[config.mk]
export PLATFORM = sky130hd
export DESIGN_NAME = ahb_slave_mux
export DESIGN_NICKNAME = d
export VERILOG_FILES = /design/src/rtl/ahb_slave_mux.sv
export SDC_FILE = /design/constraint.sdc
export NUM_CORES = 1
export LEC_CHECK = 0
export ABC_CLOCK_PERIOD_IN_PS = 1400
export BUFFER_PORTS_ARGS = -buffer_cell sky130_fd_sc_hd__buf_2
export CORE_AREA = 3 3 91 93
export CTS_BUF_LIST = sky130_fd_sc_hd__clkbuf_8 sky130_fd_sc_hd__clkbuf_16
export CTS_CLUSTER_DIAMETER = 30
export DETAILED_ROUTE_END_ITERATION = 12
export DIE_AREA = 0 0 94 96
export MAX_ROUTING_LAYER = met4
export PLACE_DENSITY_LB_ADDON = 0.1
export SLEW_MARGIN = 30
export SYNTH_ARGS = -nofsm -noshare
export SYNTH_HDL_FRONTEND = slang
export SYNTH_SLANG_ARGS = --single-unit
export TNS_END_PERCENT = 100
[constraint.sdc]
create_clock -name HCLK -period 1.4 [get_ports HCLK]
set_input_delay 0.07 -clock HCLK [delete_from_list [all_inputs] [get_ports HCLK]]
set_output_delay 0.07 -clock HCLK [all_outputs]
set_load 0.1 [all_outputs]
[src/rtl/ahb_slave_mux.sv]
// AHB-Lite address decoder and data-phase response multiplexer for the DES and default slaves.
// Optional stall watchdog: define AHB_MUX_TIMEOUT_EN to enable.
module ahb_slave_mux #(
    parameter logic [31:0] DES_BASE = 32'h0000_0000,
    parameter logic [31:0] DES_MASK = 32'hFFFF_F000,
    parameter int          TIMEOUT  = 16
) (
    input  logic        HCLK,
    input  logic        HRESET,
    input  logic [31:0] HADDR,
    input  logic [1:0]  HTRANS,
    input  logic        HREADYOUT_DES,
    input  logic        HRESP_DES,
    input  logic [63:0] HRDATA_DES,
    input  logic        HREADYOUT_DEF,
    input  logic        HRESP_DEF,
    input  logic [63:0] HRDATA_DEF,
    output logic        HSEL_DES,
    output logic        HSEL_DEF,
    output logic        HREADY,
    output logic        HRESP,
    output logic [63:0] HRDATA
);

    typedef enum logic [2:0] {NONE, DES, DEF, ERR1, ERR2} dsel_t;

    dsel_t dsel;
    dsel_t dsel_nxt;
    logic  unused_htrans0;

    // Only HTRANS[1] distinguishes a real transfer from IDLE/BUSY.
    assign unused_htrans0 = HTRANS[0];

    assign HSEL_DES = ((HADDR & DES_MASK) == DES_BASE);
    assign HSEL_DEF = ~HSEL_DES;

    always_comb begin
        HREADY = 1'b1;
        HRESP  = 1'b0;
        HRDATA = '0;
        unique case (dsel)
            DES: begin
                HREADY = HREADYOUT_DES;
                HRESP  = HRESP_DES;
                HRDATA = HRDATA_DES;
            end
            DEF: begin
                HREADY = HREADYOUT_DEF;
                HRESP  = HRESP_DEF;
                HRDATA = HRDATA_DEF;
            end
            ERR1: begin
                HREADY = 1'b0;
                HRESP  = 1'b1;
            end
            ERR2: begin
                HRESP  = 1'b1;
            end
            default: ;
        endcase
    end

`ifdef AHB_MUX_TIMEOUT_EN
    localparam int CNT_W = $clog2(TIMEOUT + 1);

    logic             slave_stall;
    logic             wdog_hit;
    logic [CNT_W-1:0] stall_cnt;

    assign slave_stall = ((dsel == DES) || (dsel == DEF)) && !HREADY;
    // Fires on the TIMEOUT-th consecutive stalled cycle, so ERR1 follows it directly.
    assign wdog_hit    = slave_stall && (stall_cnt == CNT_W'(TIMEOUT - 1));

    always_ff @(posedge HCLK or posedge HRESET) begin
        if (HRESET)
            stall_cnt <= '0;
        else if (HREADY)
            stall_cnt <= '0;
        else if (slave_stall && (stall_cnt != CNT_W'(TIMEOUT)))
            stall_cnt <= stall_cnt + 1'b1;
    end
`else
    logic [31:0] unused_timeout;
    assign unused_timeout = 32'(TIMEOUT);
`endif

    always_comb begin
        dsel_nxt = dsel;
        if (HREADY)
            dsel_nxt = HTRANS[1] ? (HSEL_DES ? DES : DEF) : NONE;
`ifdef AHB_MUX_TIMEOUT_EN
        if (dsel == ERR1)
            dsel_nxt = ERR2;
        else if (wdog_hit)
            dsel_nxt = ERR1;
`endif
    end

    always_ff @(posedge HCLK or posedge HRESET) begin
        if (HRESET)
            dsel <= NONE;
        else
            dsel <= dsel_nxt;
    end

endmodule
==> out/qor.yml, run 1 <==
die:
  die_w_um: 94
  die_area_sq_mm: 0.00902
  die_y_um: 96
  rows: 32
  ios: 236
  start_util_pct: 15.9
  core-area_sq_mm: 0.00761
logic_synthesis:
  ys_top_cells_by_count: "a22oi_1 (64), nor2b_1 (64), buf_2 (12), clkbuf_1 (9)"
  synthTopCellsByArea: "a22oi_1 (40%), nor2b_1 (33%), buf_2 (5.0%)"
  synthesis.area_sq_mm: 0.00121
  synth.avg_cell_area_sq_um: 6.86
  synthCells: 176
  ys_seq_elements: 2
  synth_cell_types: 21
  synth_edf_count: 0
  synth_nets: 348
  synth_flop_cell: "dfrtp_1"
  ys.warnings.count: 0
  yosys.area.top_type_share_pct: 39.8
  async_flop_share_pct: 100
  ys_seq_area_share_pct: 4.15
  yosysTopAreaCell: "a22oi_1"
clock_tree:
  clkTransAtPathRegs_ns: 0.03
  clk_latency_ns: 0.21
  clk_path_buf_depth: 2
  cts_sinks: 2
  cts_tree: "done"
  cts_buffers: 3
  h-tree-depth: 1
  root_buffer: "clkbuf_8"
run_status:
  status: "finished, violations left"
  failed_checks: "setup timing"
finish:
  layout-drive-gt1-share_pct: 93.1
  fillCellCount: 639
  top_register: "dsel"
  nets: 579
  area_growth_pct: 283
  largest_reg_flops: 2
  antennaDiodeCount: 0
  largestRegisters: "dsel: 2 flops"
sta:
  maxSlewViolCount: 0
  hold_viol: 0
  fin_ws_ns: -0.339
  slew_headroom_pct: 68.0
  rsz0062_at_grt: "true"
  setup_viol: 68
  hold_ws_ns: 0.129
  finalCriticalPeriod_ns: 1.74
  finalClockSkew_ns: 0.000322
  fin_crit_sh_pct: 124
  clock.fmax_mhz: 575
  tightest_slew_ns: 0.484
worst_setup_path:
  cp-end-kind: "primary output"
  cp_max_fo: 11
  worstPathArrival_ns: 1.67
  cpMaxStageDelayCell: "dfrtp_1"
  worstPathCellList: "buf_4 -> ha_4 -> buf_12 -> a221oi_4 -> nor2_4 -> buf_12"
  critPathLaunchType: "flip-flop"
  crit_path_max_incr_delay_ns: 0.39
  crit_required_ns: 1.33
  cp_common_cell: "buf_12"
  criticalPathCategory: "flip-flop to primary output"
grt:
  grt_max_degree: 33
  track_usage_pct: 17.0
  overflow: 0
  grt_pass1_wl_um: 11900
  grt_pass1_vias: 2337
  antenna_found_initial: 0
placed_design:
  gp_congestion: 0.851
  port_buffers: 222
  hpwl_um: 6070
  pre_cts_ws_ns: -0.189
power:
  p_leak_nw: 2.02
  power.density_mw_per_mm2: 1390
  ir_drop_uv: 830
drt:
  wl_um: 8240
  drtAntennaViolNets: 0
  drt-initial-drc-count: 37
  wl_per_cell_um: 16.2
  first_pass_iters: 4
  vias_per_cell: 4.63
  vias: 2349
  drcViolationCount: 0
job:
  maxCapViolCount: 0
hold_path:
  hold_class: "primary input to flip-flop"
## final cells by class
class	count	area [sq um]	area share, %
multi-input combinational	150	1880	40.6
timing repair buffer	247	2510	54.4
tap	102	128	2.76
sequential	2	50.0	1.08
clock buffer	3	41.3	0.893
inverter	3	12.5	0.271
## report_power, final
group / internal, mW / switching [mW] / total [mW]
clock: 0.182 / 0.0504 / 0.233
sequential: 0.0666 / 0.00686 / 0.0735
combinational: 2.59 / 3.52 / 6.11
total: 2.84 / 3.58 / 6.42
## critical path, delay by kind of cell (launching register included)
| family | cells | cell delay [ns] |
|---|---|---|
| adders and majority gates | 1 | 0.22 |
| DFF | 1 | 0.39 |
| buffers and inverters | 3 | 0.48 |
| AOI/OAI and AO/OA | 1 | 0.31 |
| and+or+nand+nor | 1 | 0.06 |
## placed cells by master (no fill, tap or decap), types with 2 or more instances in the layout
cell and instances:
buf_2 155, buf_12 74, nor2b_4 64, a22oi_2 54, a22oi_1 10, buf_4 9, nor4_1 3, clkbuf_8 3
buf_16 3, clkbuf_16 3, nor4_2 2, nand3_1 2, inv_1 2, ha_4 2, dfrtp_1 2, buf_6 2
## logic make-up (layout without fill, tap and decap cells)
group           Yosys count  count (layout)  synth area share [%]
fa+ha+maj                 4               4                  4.15
compound gates           68              68                  42.6
mux                       1               1                 0.829
simple gates             77              77                  39.6
flops                     2               2                  4.15
buf+inv                  24             253                  8.70
## final timing paths
| check | from | end | slack (ns) | cells after the start |
|---|---|---|---|---|
| worst min-delay path | HTRANS[1] | dsel[0] | 0.13 | 3 |
| min in group asynchronous | HRESET | dsel[1] | 0.25 | 3 |
| worst min register to register | dsel[0] | dsel[0] | 0.76 | 4 |
| worst max register to register | dsel[1] | dsel[1] | -0.30 | 6 |
| max in group asynchronous | HRESET | dsel[0] | 1.04 | 3 |
| worst max-delay path | dsel[1] | HRESP | -0.34 | 6 |
## timing repair
action                                  in CTS  in global routing
endpoints found under the setup margin      68                 70
setup buffers                                5                  0
hold endpoints to repair                     2                  0
cloned                                       3                  3
hold buffers                                 1                  0
gates resized for setup                     59                 10
pin swaps                                   23                  1
## per-layer routing
metal	routed length, um	up-vias	share of wire (%)	global-route usage [%]
met5	0	-	0	-
met4	154	0	1.9	4.57
met3	698	13	8.5	2.89
met2	4480	125	54	31.8
met1	2900	1088	35	18.7
li1	-	1123	-	-
## stage by stage
step | std cells | setup TNS, ns | utilization (%) | power, mW | area [sq um]
after CTS | 504 | -20.91 | 59.1 | 6.34 | 4500
final | 507 | -20.92 | 60.8 | 6.42 | 4620
after detailed placement | 492 | -8.39 | 52.9 | 5.72 | 4020
after floorplan | 176 | -15.01 | - | 3.95 | 1830
after global placement | 492 | -6.60 | 52.9 | 5.70 | 4020
after global routing | 507 | -26.96 | 60.8 | 6.65 | 4620
Power figures use the tool's default switching activity.
==> run 2, diff against run 1 <==
--- a/config.mk
+++ b/config.mk
@@ -5,6 +5,7 @@
 export SDC_FILE = /design/constraint.sdc
 export NUM_CORES = 1
 export LEC_CHECK = 0
+export ABC_AREA = 1
 export ABC_CLOCK_PERIOD_IN_PS = 1400
 export BUFFER_PORTS_ARGS = -buffer_cell sky130_fd_sc_hd__buf_2
 export CORE_AREA = 3 3 91 93
==> run 2 against run 1 <==
  * Clock power is essentially flat
  * Synthesized cell count rose by 47%
  * Fmax increased by 1.7%
  * Power up 43%
  * The run still ends with setup timing left
  * Synthesized area fell by 0.10%
==> out/qor.yml, run 2 <==
logic_synthesis:
  yosys.area.top_type_share_pct: 43.9
  synthCells: 258
  synth.avg_cell_area_sq_um: 4.68
  synth_compound_area_share_pct: 27.6
  synth-simple-area-share_pct: 49.5
  synth_cell_types: 16
  synth_flop_cell: "dfrtp_1"
  synthAdderAreaFrac_pct: 4.15
  ys_seq_elements: 2
  synth_top_family_by_area: "simple AND/OR/NAND/NOR gates"
  synthTopCellsByArea: "nand2_1 (44%), a21oi_1 (27%), buf_6 (4.7%)"
  synth_edf_count: 0
  synth_nets: 430
  async_flop_share_pct: 100
  ys_seq_area_share_pct: 4.15
  ys.warnings.count: 0
  synth.most_common_cell: "nand2_1"
  yosysTopAreaCell: "nand2_1"
  ys_top_cells_by_count: "nand2_1 (141), a21oi_1 (65), nor2_1 (12), inv_1 (8), buf_4 (7)"
  synthesis.area_sq_mm: 0.00121
  synth_xor_xnor_area_share_pct: 0
  yosys-mux-area-fraction_pct: 0
worst_setup_path:
  cp_max_fo: 9
  startpoint: "dsel[0]"
  reg2reg_to: "dsel[0]"
  crit_required_ns: 1.33
  cp-end-kind: "primary output"
  r2r_cells: 10
  criticalPathCategory: "flip-flop to primary output"
  r2r_slack_ns: -0.12
  worstReg2RegStart: "dsel[0]"
  critPathLaunchType: "flip-flop"
  worstPathArrival_ns: 1.64
power:
  p_leak_nw: 1.88
  power.density_mw_per_mm2: 1970
  finalPower_mw: 9.19
  ir_drop_uv: 1180
finish:
  largest_reg_flops: 2
  layout_commonest_cell: "buf_2"
  antennaDiodeCount: 0
  layout_common_cells: "buf_2 (155), nand2_1 (120), buf_12 (74), a21oi_4 (54), nand2_2 (18)"
  largestRegisters: "dsel: 2 flops"
  area_growth_pct: 288
  fin_area_sq_mm: 0.00467
  top_register: "dsel"
  nets: 668
  layout-drive-gt1-share_pct: 71.3
clock_tree:
  cts_tree: "done"
  clkTransAtPathRegs_ns: 0.03
  h-tree-depth: 1
  clk_path_buf_depth: 2
  root_buffer: "clkbuf_8"
  cts_sinks: 2
  cts_buffers: 3
  clk_latency_ns: 0.21
sta:
  hold_viol: 0
  setup_viol: 68
  hold_ws_ns: 0.163
  finalClockSkew_ns: 0.00115
  rsz0062_at_grt: "true"
  fin_crit_sh_pct: 122
  fin_ws_ns: -0.310
  slew_headroom_pct: 67.9
  finalCriticalPeriod_ns: 1.71
  clock.fmax_mhz: 585
  maxSlewViolCount: 0
  tightest_slew_ns: 0.485
run_status:
  status: "finished, violations left"
  failed_checks: "setup timing"
die:
  core-area_sq_mm: 0.00761
  die_area_sq_mm: 0.00902
  die_w_um: 94
  rows: 32
  start_util_pct: 15.9
  ios: 236
  die_y_um: 96
drt:
  wl_um: 8580
  vias: 2593
  vias_per_cell: 4.35
  drt-initial-drc-count: 30
  drtAntennaViolNets: 0
  wl_per_cell_um: 14.4
  first_pass_iters: 4
  drcViolationCount: 0
grt:
  overflow: 0
  grt_pass1_wl_um: 11900
  grt_pass1_vias: 2544
  antenna_found_initial: 0
  grt_max_degree: 30
  track_usage_pct: 16.6
hold_path:
  hold_class: "primary input to flip-flop"
  min_from: "HTRANS[1]"
  holdPathStages: 5
  worstHoldEndpoint: "dsel[1]"
job:
  maxCapViolCount: 0
placed_design:
  gp_congestion: 0.737
  post_dp_cell_area_sq_mm: 0.00405
  port_buffers: 222
  hpwl_um: 6210
## run 2: cell types whose count changed after synthesis, moves of 4 or more
cell / before / now
nand2_1: 1 / 141
a21oi_1: 0 / 65
a22oi_1: 64 / 0
nor2b_1: 64 / 0
nor2_1: 2 / 12
buf_2: 12 / 3
buf_4: 0 / 7
inv_1: 2 / 8
buf_6: 0 / 5
clkbuf_1: 9 / 4
nor4_1: 4 / 0
## run 2: cells by family (layout without fill, tap and decap cells)
group,Yosys count,in the layout
AO/OA/AOI/OAI,66,66
adder cells (fa/ha/maj),4,4
buffers and inverters,29,265
flip-flops,2,2
AND/OR/NAND/NOR,157,157
## run 2: worst max-delay path, cell delays in order (launching register included)
cell	delay, ns
dfrtp_1	0.37
buf_4	0.14
ha_4	0.16
buf_4	0.14
clkbuf_16	0.16
nand2_1	0.09
a21oi_4	0.18
buf_12	0.19
## run 2: power by group
group          switching (mW)  internal (mW)  total, mW
logic                    5.66           3.22       8.88
registers              0.0126         0.0729     0.0855
clock network          0.0485          0.182      0.231
## run 2: layer usage
layer	track usage [%]	part of all wire, %
met5	-	0
met4	3.13	1.2
met3	2.42	7.4
met2	30.8	55
met1	19.0	36
## run 2: worst max path at each step
| stage | endpoint | depth (start not counted) | slack [ns] |
|---|---|---|---|
| 6_report | HRDATA[50] | 7 | -0.31 |
| 5_1_grt | HRDATA[50] | 7 | -0.37 |
| 4_1_cts | HRESP | 7 | -0.30 |
| 3_5_place_dp | HRDATA[44] | 6 | -0.10 |
| 3_3_place_gp | HRDATA[60] | 6 | -0.08 |
| 2_1_floorplan | HRDATA[25] | 5 | -0.60 |
## run 2: area by class of cell
cell class / instances / area, sq um
fillers: 676 / 2930
well taps: 102 / 128
flip-flops and latches: 2 / 50.0
inverters: 9 / 53.8
repair buffers: 253 / 2640
clock buffers: 3 / 41.3
multi-input cells: 227 / 1760
## run 2: what timing repair did
| item | CTS | global route |
|---|---|---|
| buffers inserted | 1 | 5 |
| setup endpoints to repair | 68 | 68 |
| hold buffers | 1 | 0 |
| cloned | 4 | 6 |
| pin swaps | 5 | 45 |
| gates resized for setup | 38 | 24 |
| hold endpoints to repair | 2 | 0 |
## run 2: through the flow
stage	setup slack [ns]	utilization (%)	cells	setup TNS (ns)
floorplan	-0.596	-	258	-27.80
global placement	-0.0757	53.2	576	-3.22
detailed placement	-0.101	53.2	576	-4.75
CTS	-0.304	58.1	585	-16.06
global route	-0.366	61.4	596	-21.76
finish	-0.310	61.4	596	-17.23
